$ cat config.mk
export PLATFORM = sky130hd
export DESIGN_NAME = ram_arbiter_flat
export DESIGN_NICKNAME = d
export VERILOG_FILES = /design/src/rtl/ram_arb_pkg.sv /design/src/rtl/ram_arbiter_if.sv /design/src/rtl/ram_arbiter_rr_arbiter2.sv /design/src/rtl/ram_arbiter.sv /design/src/flat_wrapper.sv
export SDC_FILE = /design/constraint.sdc
export NUM_CORES = 1
export LEC_CHECK = 0
export BUFFER_PORTS_ARGS = -buffer_cell sky130_fd_sc_hd__buf_2
export CAP_MARGIN = 30
export CORE_MARGIN = 2
export CORE_UTILIZATION = 40
export CTS_CLUSTER_SIZE = 16
export DETAILED_ROUTE_END_ITERATION = 8
export GPL_TIMING_DRIVEN = 1
export PLACE_DENSITY = 0.75
export SLEW_MARGIN = 20
export SYNTH_ARGS = -nofsm -noshare
export SYNTH_HDL_FRONTEND = slang
export SYNTH_HIERARCHICAL = 1
export SYNTH_SLANG_ARGS = --single-unit
$ cat constraint.sdc
create_clock -name clk_i -period 1.65 [get_ports clk_i]
set_input_delay 0.33 -clock clk_i [delete_from_list [all_inputs] [get_ports clk_i]]
set_output_delay 0.33 -clock clk_i [all_outputs]
set_load 0.05 [all_outputs]
$ cat src/rtl/ram_arb_pkg.sv
// Shared types and constants for the data-RAM arbiter.
package ram_arb_pkg;

  localparam int unsigned N_REQ = 2;

  localparam logic [1:0] MEM_BYTE = 2'b00;
  localparam logic [1:0] MEM_HALF = 2'b01;
  localparam logic [1:0] MEM_WORD = 2'b10;

  typedef enum logic [1:0] {
    IDLE,
    ACCESS,
    RESP
  } arb_state_e;

  // True when the access size does not match the alignment of the byte address.
  function automatic logic misaligned(input logic [1:0] memtype, input logic [1:0] addr_lo);
    case (memtype)
      MEM_BYTE: return 1'b0;
      MEM_HALF: return addr_lo[0];
      MEM_WORD: return (addr_lo != 2'b00);
      default:  return 1'b0;
    endcase
  endfunction

endpackage

$ cat src/rtl/ram_arbiter_if.sv
// Requester and RAM-side signals of the data-RAM arbiter.
// master: requesters plus RAM model; slave: the arbiter.
interface ram_arbiter_if #(
  parameter int unsigned WIDTH = 32
);
  import ram_arb_pkg::*;

  logic [N_REQ-1:0] req_i;
  logic [N_REQ-1:0] we_i;
  logic [1:0]       memtype0_i;
  logic [1:0]       memtype1_i;
  logic             memsign0_i;
  logic             memsign1_i;
  logic [WIDTH-1:0] addr0_i;
  logic [WIDTH-1:0] addr1_i;
  logic [WIDTH-1:0] wdata0_i;
  logic [WIDTH-1:0] wdata1_i;
  logic [N_REQ-1:0] gnt_o;
  logic [N_REQ-1:0] rvalid_o;
  logic [WIDTH-1:0] rdata_o;
  logic             err_o;
  logic             mem_we_o;
  logic [1:0]       mem_memtype_o;
  logic             mem_memsign_o;
  logic [WIDTH-1:0] mem_a_o;
  logic [WIDTH-1:0] mem_wd_o;
  logic [WIDTH-1:0] mem_rd_i;

  modport master (
    output req_i, we_i, memtype0_i, memtype1_i, memsign0_i, memsign1_i,
           addr0_i, addr1_i, wdata0_i, wdata1_i, mem_rd_i,
    input  gnt_o, rvalid_o, rdata_o, err_o, mem_we_o, mem_memtype_o,
           mem_memsign_o, mem_a_o, mem_wd_o
  );

  modport slave (
    input  req_i, we_i, memtype0_i, memtype1_i, memsign0_i, memsign1_i,
           addr0_i, addr1_i, wdata0_i, wdata1_i, mem_rd_i,
    output gnt_o, rvalid_o, rdata_o, err_o, mem_we_o, mem_memtype_o,
           mem_memsign_o, mem_a_o, mem_wd_o
  );

endinterface

$ cat src/rtl/ram_arbiter_rr_arbiter2.sv
// Combinational two-way round-robin pick; last = index granted previously.
module rr_arbiter2
  import ram_arb_pkg::*;
(
  input  logic [N_REQ-1:0] req,
  input  logic             last,
  output logic [N_REQ-1:0] gnt
);

  // Contention goes to the requester not granted last time; otherwise pass through.
  always_comb begin
    gnt = '0;
    if (req == 2'b11) begin
      gnt = last ? 2'b01 : 2'b10;
    end else begin
      gnt = req;
    end
  end

endmodule

$ cat src/rtl/ram_arbiter.sv
// Two-requester round-robin arbiter and access sequencer for the data RAM.
// Optional build macro: RAM_ARB_MISALIGN_EN enables misaligned-access errors.
module ram_arbiter
  import ram_arb_pkg::*;
#(
  parameter int unsigned WIDTH = 32
) (
  input logic          clk_i,
  input logic          rst_ni,
  ram_arbiter_if.slave bus
);

  arb_state_e       state_q, state_d;
  logic             last_q, last_d;
  logic             we_q, we_d;
  logic [1:0]       memtype_q, memtype_d;
  logic             memsign_q, memsign_d;
  logic [WIDTH-1:0] addr_q, addr_d;
  logic [WIDTH-1:0] wdata_q, wdata_d;
  logic             mis_q, mis_d;
  logic             mem_we_q, mem_we_d;
  logic [N_REQ-1:0] rvalid_q, rvalid_d;
  logic [WIDTH-1:0] rdata_q, rdata_d;
  logic             err_q, err_d;

  logic [N_REQ-1:0] pick;
  logic             win;
  logic             sel_we;
  logic [1:0]       sel_type;
  logic             sel_sign;
  logic [WIDTH-1:0] sel_addr;
  logic [WIDTH-1:0] sel_wdata;
  logic             sel_mis;

  rr_arbiter2 u_rr (
    .req  (bus.req_i),
    .last (last_q),
    .gnt  (pick)
  );

  // Grant is only offered when no access is on the RAM port.
  always_comb begin
    bus.gnt_o = '0;
    if ((state_q == IDLE) || (state_q == RESP)) begin
      bus.gnt_o = pick;
    end
  end

  // Payload of whichever requester the arbiter picked.
  always_comb begin
    win       = pick[1];
    sel_we    = win ? bus.we_i[1]    : bus.we_i[0];
    sel_type  = win ? bus.memtype1_i : bus.memtype0_i;
    sel_sign  = win ? bus.memsign1_i : bus.memsign0_i;
    sel_addr  = win ? bus.addr1_i    : bus.addr0_i;
    sel_wdata = win ? bus.wdata1_i   : bus.wdata0_i;
`ifdef RAM_ARB_MISALIGN_EN
    sel_mis   = misaligned(sel_type, sel_addr[1:0]);
`else
    sel_mis   = 1'b0;
`endif
  end

  // Next-state logic; the grant pointer doubles as response owner because no
  // grant can occur in ACCESS and rvalid is registered at the ACCESS->RESP edge.
  always_comb begin
    state_d   = state_q;
    last_d    = last_q;
    we_d      = we_q;
    memtype_d = memtype_q;
    memsign_d = memsign_q;
    addr_d    = addr_q;
    wdata_d   = wdata_q;
    mis_d     = mis_q;
    mem_we_d  = 1'b0;
    rvalid_d  = '0;
    rdata_d   = rdata_q;
    err_d     = 1'b0;

    case (state_q)
      IDLE: begin
        if (|bus.req_i) state_d = ACCESS;
      end
      ACCESS: begin
        state_d          = RESP;
        rvalid_d[last_q] = 1'b1;
        rdata_d          = (we_q || mis_q) ? '0 : bus.mem_rd_i;
        err_d            = mis_q;
      end
      RESP: begin
        state_d = (|bus.req_i) ? ACCESS : IDLE;
      end
      default: state_d = IDLE;
    endcase

    if (|bus.gnt_o) begin
      last_d    = win;
      we_d      = sel_we;
      memtype_d = sel_type;
      memsign_d = sel_sign;
      addr_d    = sel_addr;
      wdata_d   = sel_wdata;
      mis_d     = sel_mis;
      mem_we_d  = sel_we & ~sel_mis;
    end
  end

  // State and registered outputs; async reset also kills an in-flight store.
  always_ff @(posedge clk_i or negedge rst_ni) begin
    if (!rst_ni) begin
      state_q   <= IDLE;
      last_q    <= 1'b1;
      we_q      <= 1'b0;
      memtype_q <= MEM_WORD;
      memsign_q <= 1'b0;
      addr_q    <= '0;
      wdata_q   <= '0;
      mis_q     <= 1'b0;
      mem_we_q  <= 1'b0;
      rvalid_q  <= '0;
      rdata_q   <= '0;
      err_q     <= 1'b0;
    end else begin
      state_q   <= state_d;
      last_q    <= last_d;
      we_q      <= we_d;
      memtype_q <= memtype_d;
      memsign_q <= memsign_d;
      addr_q    <= addr_d;
      wdata_q   <= wdata_d;
      mis_q     <= mis_d;
      mem_we_q  <= mem_we_d;
      rvalid_q  <= rvalid_d;
      rdata_q   <= rdata_d;
      err_q     <= err_d;
    end
  end

  assign bus.mem_we_o      = mem_we_q;
  assign bus.mem_memtype_o = memtype_q;
  assign bus.mem_memsign_o = memsign_q;
  assign bus.mem_a_o       = addr_q;
  assign bus.mem_wd_o      = wdata_q;
  assign bus.rvalid_o      = rvalid_q;
  assign bus.rdata_o       = rdata_q;
  assign bus.err_o         = err_q;

endmodule

$ cat src/flat_wrapper.sv
// flat-port wrapper written by rule: the top's interface ports become plain ports
module ram_arbiter_flat import ram_arb_pkg::*;
#(
  parameter int unsigned WIDTH = 32
)
  (clk_i, rst_ni, bus_req_i, bus_we_i, bus_memtype0_i, bus_memtype1_i, bus_memsign0_i, bus_memsign1_i, bus_addr0_i, bus_addr1_i, bus_wdata0_i, bus_wdata1_i, bus_mem_rd_i, bus_gnt_o, bus_rvalid_o, bus_rdata_o, bus_err_o, bus_mem_we_o, bus_mem_memtype_o, bus_mem_memsign_o, bus_mem_a_o, bus_mem_wd_o);
  ram_arbiter_if #(.WIDTH(WIDTH)) bus_i ();
  input logic clk_i;
  input logic rst_ni;
  input wire logic [$bits(bus_i.req_i)-1:0] bus_req_i;
  input wire logic [$bits(bus_i.we_i)-1:0] bus_we_i;
  input wire logic [$bits(bus_i.memtype0_i)-1:0] bus_memtype0_i;
  input wire logic [$bits(bus_i.memtype1_i)-1:0] bus_memtype1_i;
  input wire logic [$bits(bus_i.memsign0_i)-1:0] bus_memsign0_i;
  input wire logic [$bits(bus_i.memsign1_i)-1:0] bus_memsign1_i;
  input wire logic [$bits(bus_i.addr0_i)-1:0] bus_addr0_i;
  input wire logic [$bits(bus_i.addr1_i)-1:0] bus_addr1_i;
  input wire logic [$bits(bus_i.wdata0_i)-1:0] bus_wdata0_i;
  input wire logic [$bits(bus_i.wdata1_i)-1:0] bus_wdata1_i;
  input wire logic [$bits(bus_i.mem_rd_i)-1:0] bus_mem_rd_i;
  output wire logic [$bits(bus_i.gnt_o)-1:0] bus_gnt_o;
  output wire logic [$bits(bus_i.rvalid_o)-1:0] bus_rvalid_o;
  output wire logic [$bits(bus_i.rdata_o)-1:0] bus_rdata_o;
  output wire logic [$bits(bus_i.err_o)-1:0] bus_err_o;
  output wire logic [$bits(bus_i.mem_we_o)-1:0] bus_mem_we_o;
  output wire logic [$bits(bus_i.mem_memtype_o)-1:0] bus_mem_memtype_o;
  output wire logic [$bits(bus_i.mem_memsign_o)-1:0] bus_mem_memsign_o;
  output wire logic [$bits(bus_i.mem_a_o)-1:0] bus_mem_a_o;
  output wire logic [$bits(bus_i.mem_wd_o)-1:0] bus_mem_wd_o;
  assign bus_i.req_i = bus_req_i;
  assign bus_i.we_i = bus_we_i;
  assign bus_i.memtype0_i = bus_memtype0_i;
  assign bus_i.memtype1_i = bus_memtype1_i;
  assign bus_i.memsign0_i = bus_memsign0_i;
  assign bus_i.memsign1_i = bus_memsign1_i;
  assign bus_i.addr0_i = bus_addr0_i;
  assign bus_i.addr1_i = bus_addr1_i;
  assign bus_i.wdata0_i = bus_wdata0_i;
  assign bus_i.wdata1_i = bus_wdata1_i;
  assign bus_i.mem_rd_i = bus_mem_rd_i;
  assign bus_gnt_o = bus_i.gnt_o;
  assign bus_rvalid_o = bus_i.rvalid_o;
  assign bus_rdata_o = bus_i.rdata_o;
  assign bus_err_o = bus_i.err_o;
  assign bus_mem_we_o = bus_i.mem_we_o;
  assign bus_mem_memtype_o = bus_i.mem_memtype_o;
  assign bus_mem_memsign_o = bus_i.mem_memsign_o;
  assign bus_mem_a_o = bus_i.mem_a_o;
  assign bus_mem_wd_o = bus_i.mem_wd_o;
  ram_arbiter #(.WIDTH(WIDTH)) u_core (.clk_i(clk_i), .rst_ni(rst_ni), .bus(bus_i));
endmodule
After elaboration in Yosys (flattened, before gate mapping)
Cells that the tools add are included.
{"block": "totals", "output_inout_bits": 105, "regBits": 106, "wordCells": 37, "in_bits": 172}
{"block": "classes", "magnitude_cmp": 2, "n_mux": 16, "eq_ne": 4, "n_reduce_logical": 5}
{"cell": "32-bit 2-to-1 mux", "n": 3}
{"cell": "2-bit 2-to-1 mux", "n": 6}
{"cell": "2-bit one-hot mux with 3 select lines", "n": 1}
{"cell": "1-bit 2-to-1 mux", "n": 5}
{"cell": "2-bit == test, second input constant", "n": 2}
{"cell": "2-bit OR reduction", "n": 2}
{"cell": "2-bit by 1-bit == test with 1-bit output, second input constant", "n": 1}
{"cell": "2-bit zero test", "n": 1}
{"cell": "1-bit by 2-bit less-than comparator with 1-bit output, second input constant", "n": 1}
{"cell": "2-bit != test, second input constant", "n": 1}
{"cell": "1-bit demux with 1-bit select", "n": 1}
{"cell": "1-bit greater-or-equal comparator, second input constant", "n": 1}
{"cell": "1-bit logical AND", "n": 1}
{"cell": "1-bit logical OR", "n": 1}

Longest topological paths before layout
{"block": "depth", "ltp_word": 5, "ltp_mapped": 8, "mapped_depth_nobuf": 5}

Modules after synthesis
The synthesis kept the hierarchy.
{"mod": "ram_arbiter", "seq_area_each_um2": 2655.0, "area_each_um2": 4847.1, "cells_each": 475, "n_inst": 1}
{"mod": "rr_arbiter2", "seq_area_each_um2": 0.0, "area_each_um2": 18.8, "cells_each": 3, "n_inst": 1}

Worst setup path after synthesis
No wires, ideal clock.
{"block": "synth_timing", "path_type": "flip-flop to flip-flop", "from": "register u_core.last_q", "to": "register u_core.wdata_q[21], in the netlist u_core/bus.mem_wd_o[21]", "synth_period_minus_slack_ps": 1656, "setup_time_ps": 124, "path_buffers": 4, "stages_incl_launch_ff": 9, "path_slack_ps": -6, "required_time_ps": 1526, "t_arrival_ps": 1532, "cell_sequence": "dfstp_2 -> a21boi_0 -> buf_6 -> or2_1 -> buf_2 -> buf_6 -> buf_6 -> o32ai_2 -> nor2_1"}
{"block": "synth_between", "elab_chain_cells": 4, "elab_cells_between_ends": 5, "classes_between": "4 x mux; 1 x reduce/logical"}
{"element": "from (decl)", "line": "ram_arbiter.sv:14", "text": "logic last_q, last_d;"}
{"element": "from (signal assigned)", "line": "ram_arbiter.sv:125", "text": "last_q <= last_d;"}
{"element": "2-bit 2-to-1 mux *", "line": "ram_arbiter_rr_arbiter2.sv:14", "text": "gnt = last ? 2'b01 : 2'b10;"}
{"element": "2-bit 2-to-1 mux *", "line": "ram_arbiter_rr_arbiter2.sv:13", "text": "if (req == 2'b11) begin"}
{"element": "via u_core.pick[1]", "line": "ram_arbiter.sv:26", "text": "logic [N_REQ-1:0] pick;"}
{"element": "2-bit 2-to-1 mux", "line": "ram_arbiter.sv:44", "text": "if ((state_q == IDLE) || (state_q == RESP)) begin"}
{"element": "2-bit OR reduction", "line": "ram_arbiter.sv:96", "text": "if (|bus.gnt_o) begin"}
{"element": "to (signal assigned)", "line": "ram_arbiter.sv:130", "text": "wdata_q <= wdata_d;"}
{"element": "to (decl)", "line": "ram_arbiter.sv:19", "text": "logic [WIDTH-1:0] wdata_q, wdata_d;"}
Mark *: on every way through the listed nets, which the timed path passes. The rest lies on a longest branch.
A chain may end at the register's enable or synchronous reset.

Worst setup path after layout
{"block": "layout_timing", "from": "register u_core.last_q", "to": "output bus_gnt_o[0]"}
{"block": "layout_between", "elab_chain_cells": 3}
{"element": "2-bit 2-to-1 mux", "line": "ram_arbiter_rr_arbiter2.sv:14"}
{"element": "2-bit 2-to-1 mux", "line": "ram_arbiter_rr_arbiter2.sv:13"}
{"element": "via u_core.pick[0]", "line": "ram_arbiter.sv:26"}
{"element": "2-bit 2-to-1 mux", "line": "ram_arbiter.sv:44"}
{"element": "to (decl)", "line": "flat_wrapper.sv:21", "text": "output wire logic [$bits(bus_i.gnt_o)-1:0] bus_gnt_o;"}
The timed path passes the listed nets, and every way through them passes these cells.

==> impl_metrics.toml <==
[drt]
wl_um = 16260
wire_per_inst_um = 18.17
viasPerCell = 5.608
drc_errors = 0
final_antenna_net_count = 0
dr.first_iter.drc_count = 351
first_pass_iters = 4
vias = 5019

[cells_and_area]
utilization_pct = 60.55
drive_gt1_share_pct = 49.80
areaGrowthSynthToFinish_pct = 48.86
finish.net_count = 914

[yosys]
ys_ff_latch = 106
synth.distinct_cells = 24
synth-edff-count = 0
synthTopCellsByArea = "dfrtp_1 (53%), o32ai_1 (10%), o22ai_1 (8.6%)"
synth_cells = 478
synthArstFlopShare_pct = 100.0
synth_top_cell_area_share_pct = 53.48
yosysTopAreaCell = "dfrtp_1"
synth.avg_cell_area_um2 = 10.18
synth_top_flop_cell = "dfrtp_1"
syn-num-nets = 650
yosysWarnings = 6
ys_seq_area_share_pct = 54.56
mappedNetlistArea_um2 = 4866

[critical_path]
critical_path_class = "reg2out"
cp.arrival_ns = 1.34
startpoint_type = "flip-flop"
r2r-start = "u_core/last_q"
crit_required_ns = 1.32
r2r_slack_ns = 0
cp_cell_sequence = "inv_2 > a21boi_4 > nand2b_4 > inv_4 > buf_8"
slowest_delay_ns = 0.54
critPathSlowestCell = "dfstp_2"
crit_buf_inv = 3
end_kind = "primary output"
crit_path_max_fanout = 2
r2r-end = "u_core/bus.mem_wd_o[20]"
crit_family = "flip-flops"
cp_num_cells = 5
r2r.worst_path.cells = 7

[cts]
numCtsBuffers = 9
cts_buffer_depth = 2
ctsHtreeMaxLevel = 3
holdBufCountCts = 0
cts_root_buffer = "clkbuf_16"
clock_latency_ns = 0.34
cts.sinks = 106
cts_tree = "yes"
path_clk_slew_ns = 0.07

[pwr]
p_leak_uw = 0.003366
vdd_drop_max_mv = 1.045
power_density_nw_per_um2 = 1753

[floorplan]
pin_count = 277
die_width_um = 114.3
die_area_um2 = 13060
die_y_um = 114.3
core_um2 = 11960
start_util_pct = 40.68
fp-row-count = 40

[sta]
worstMarginPinSlew_ns = 0.6174
setup_slack_ns = -0.02190
rsz0062_at_grt = "yes"
slew_viol_final = 0
fin_skew_ns = 0.004142
final.min_clock_period_ns = 1.672
setup_violations = 2
max_freq_mhz = 598.1
fin_tns_setup_ns = -0.02804
hold_viol = 0
period_share_pct = 101.3
slew_headroom_pct = 58.84

[job]
max_cap_violations = 0

[status]
status = "finished, violations left"
violations = "negative setup slack"

[global_route]
grt_pass1_wl_um = 23580
global_route.usage.met1_pct = 27.14
grtUsageTotal_pct = 22.72
use_met3_pct = 6.088
grt_antenna_before_repair = 1
grt_start_max_net_pins = 107
grt_use_met2_pct = 39.56
grt_busiest_layer = "met2"
grt_pass1_vias = 4749
overflow = 0

[placed_design]
gp_congestion = 0.7926
numPortBuffers = 275
dp_hpwl_um = 10440

[min_path]
hold_class = "in2async"
-- placed cells by master, fill, tap and decap left out, types with 2 or more instances in the layout --
master,netlist,routed
a21boi_4,0,2
a21oi_1,2,2
buf_12,0,7
buf_16,0,2
buf_2,23,272
buf_4,1,13
buf_6,7,2
buf_8,0,2
bufinv_16,0,2
clkbuf_16,0,14
clkbuf_8,0,2
clkinvlp_4,0,2
dfrtp_1,104,104
dfstp_2,2,2
inv_2,4,4
nand2_1,33,33
nand2b_1,35,32
nand2b_4,0,2
nor2_1,72,72
o21ai_1,33,33
o22ai_1,67,67
o32ai_1,57,26
o32ai_2,10,39
o32ai_4,0,2
-- stage by stage --
stage / setup WS, ns / area [um2] / hold slack [ns] / instances / total power (uW)
after floorplan: 0.02632 / 4868 / 0.03441 / 478 / 8312
after global placement: 0.04601 / 6397 / 0.4402 / 866 / 9783
after detailed placement: -0.02046 / 6397 / 0.4450 / 866 / 9923
after CTS: -0.03670 / 6838 / 0.07399 / 888 / 12380
after global routing: -0.08991 / 7243 / 0.1037 / 895 / 13300
final: -0.02190 / 7243 / 0.009084 / 895 / 12700
-- registers in the layout, indices dropped and copies added, names as in the netlist --
| name | flops |
|---|---|
| u_core/bus.mem_wd_o | 32 |
| u_core/we_q | 1 |
| u_core/bus.mem_memtype_o | 2 |
| u_core/bus.mem_a_o | 32 |
| u_core/bus.mem_memsign_o | 1 |
| u_core/bus.rvalid_o | 2 |
| u_core/bus.mem_we_o | 1 |
| u_core/last_q | 1 |
| u_core/state_q | 2 |
| u_core/bus.rdata_o | 32 |
-- worst register-to-register path: stages (launching register included) --
cell and delay [ns]:
dfstp_2 0.54, inv_2 0.04, a21boi_4 0.15, buf_4 0.13
or2_4 0.25, clkbuf_16 0.24, o32ai_2 0.09, nor2_1 0.13
-- synthesized netlist by cell type (2+ instances only) --
cell type	instances
o21ai_1	33
inv_1	2
dfstp_2	2
nand2_1	33
buf_6	7
buf_2	23
inv_2	4
dfrtp_1	104
nor2_1	72
buf_1	3
nand2b_1	35
clkbuf_1	16
o32ai_1	57
o32ai_2	10
a21oi_1	2
o22ai_1	67
-- cell families (layout without fill, tap and decap cells) --
group           after synthesis  after routing  share of synthesized area, %
flops                       106            106                         54.56
simple gates                144            144                         13.17
compound gates              171            171                         26.13
other cells                   1              2                       0.07707
buf+inv                      56            325                         6.069
-- how the worst max path moves through the flow --
stage / startpoint / slack, ns / endpoint
after global routing: u_core/last_q / -0.09 / u_core/bus.mem_wd_o[20]
final: u_core/last_q / -0.02 / bus_gnt_o[0]
after detailed placement: u_core/last_q / -0.02 / u_core/bus.mem_a_o[13]
after floorplan: u_core/last_q / 0.03 / u_core/bus.mem_wd_o[29]
after CTS: u_core/last_q / -0.04 / bus_gnt_o[0]
after global placement: u_core/last_q / 0.05 / bus_gnt_o[0]
-- layer usage --
metal,up-vias,part of all wire [%]
met5,-,0
met1,2467,40
met2,224,51
met4,0,1.6
li1,2307,-
met3,21,7.5
-- area by class of cell --
cell class | instances | area (um2)
Antenna cell | 1 | 2.502
Clock buffer | 12 | 256.5
Clock inverter | 4 | 75.07
Fill cell | 996 | 4718
Inverter | 6 | 25.02
Multi-Input combinational cell | 316 | 2213
Sequential cell | 106 | 2655
Tap cell | 147 | 183.9
Timing Repair Buffer | 303 | 1832
-- what timing repair did --
action                                  4_1_cts  5_1_grt
buffers inserted                              5        0
endpoints found under the setup margin       13       46
cloned                                        1        6
gates resized for setup                      13       35
pin swaps                                     2       47
-- where the power goes --
group / internal (uW) / switching, uW / total [uW] / leakage, uW
clock: 1410 / 938 / 2350 / 0.000155
sequential: 3420 / 661 / 4080 / 0.00127
combinational: 1790 / 4480 / 6270 / 0.00194
Note: power is estimated with default switching activity, not from simulation.
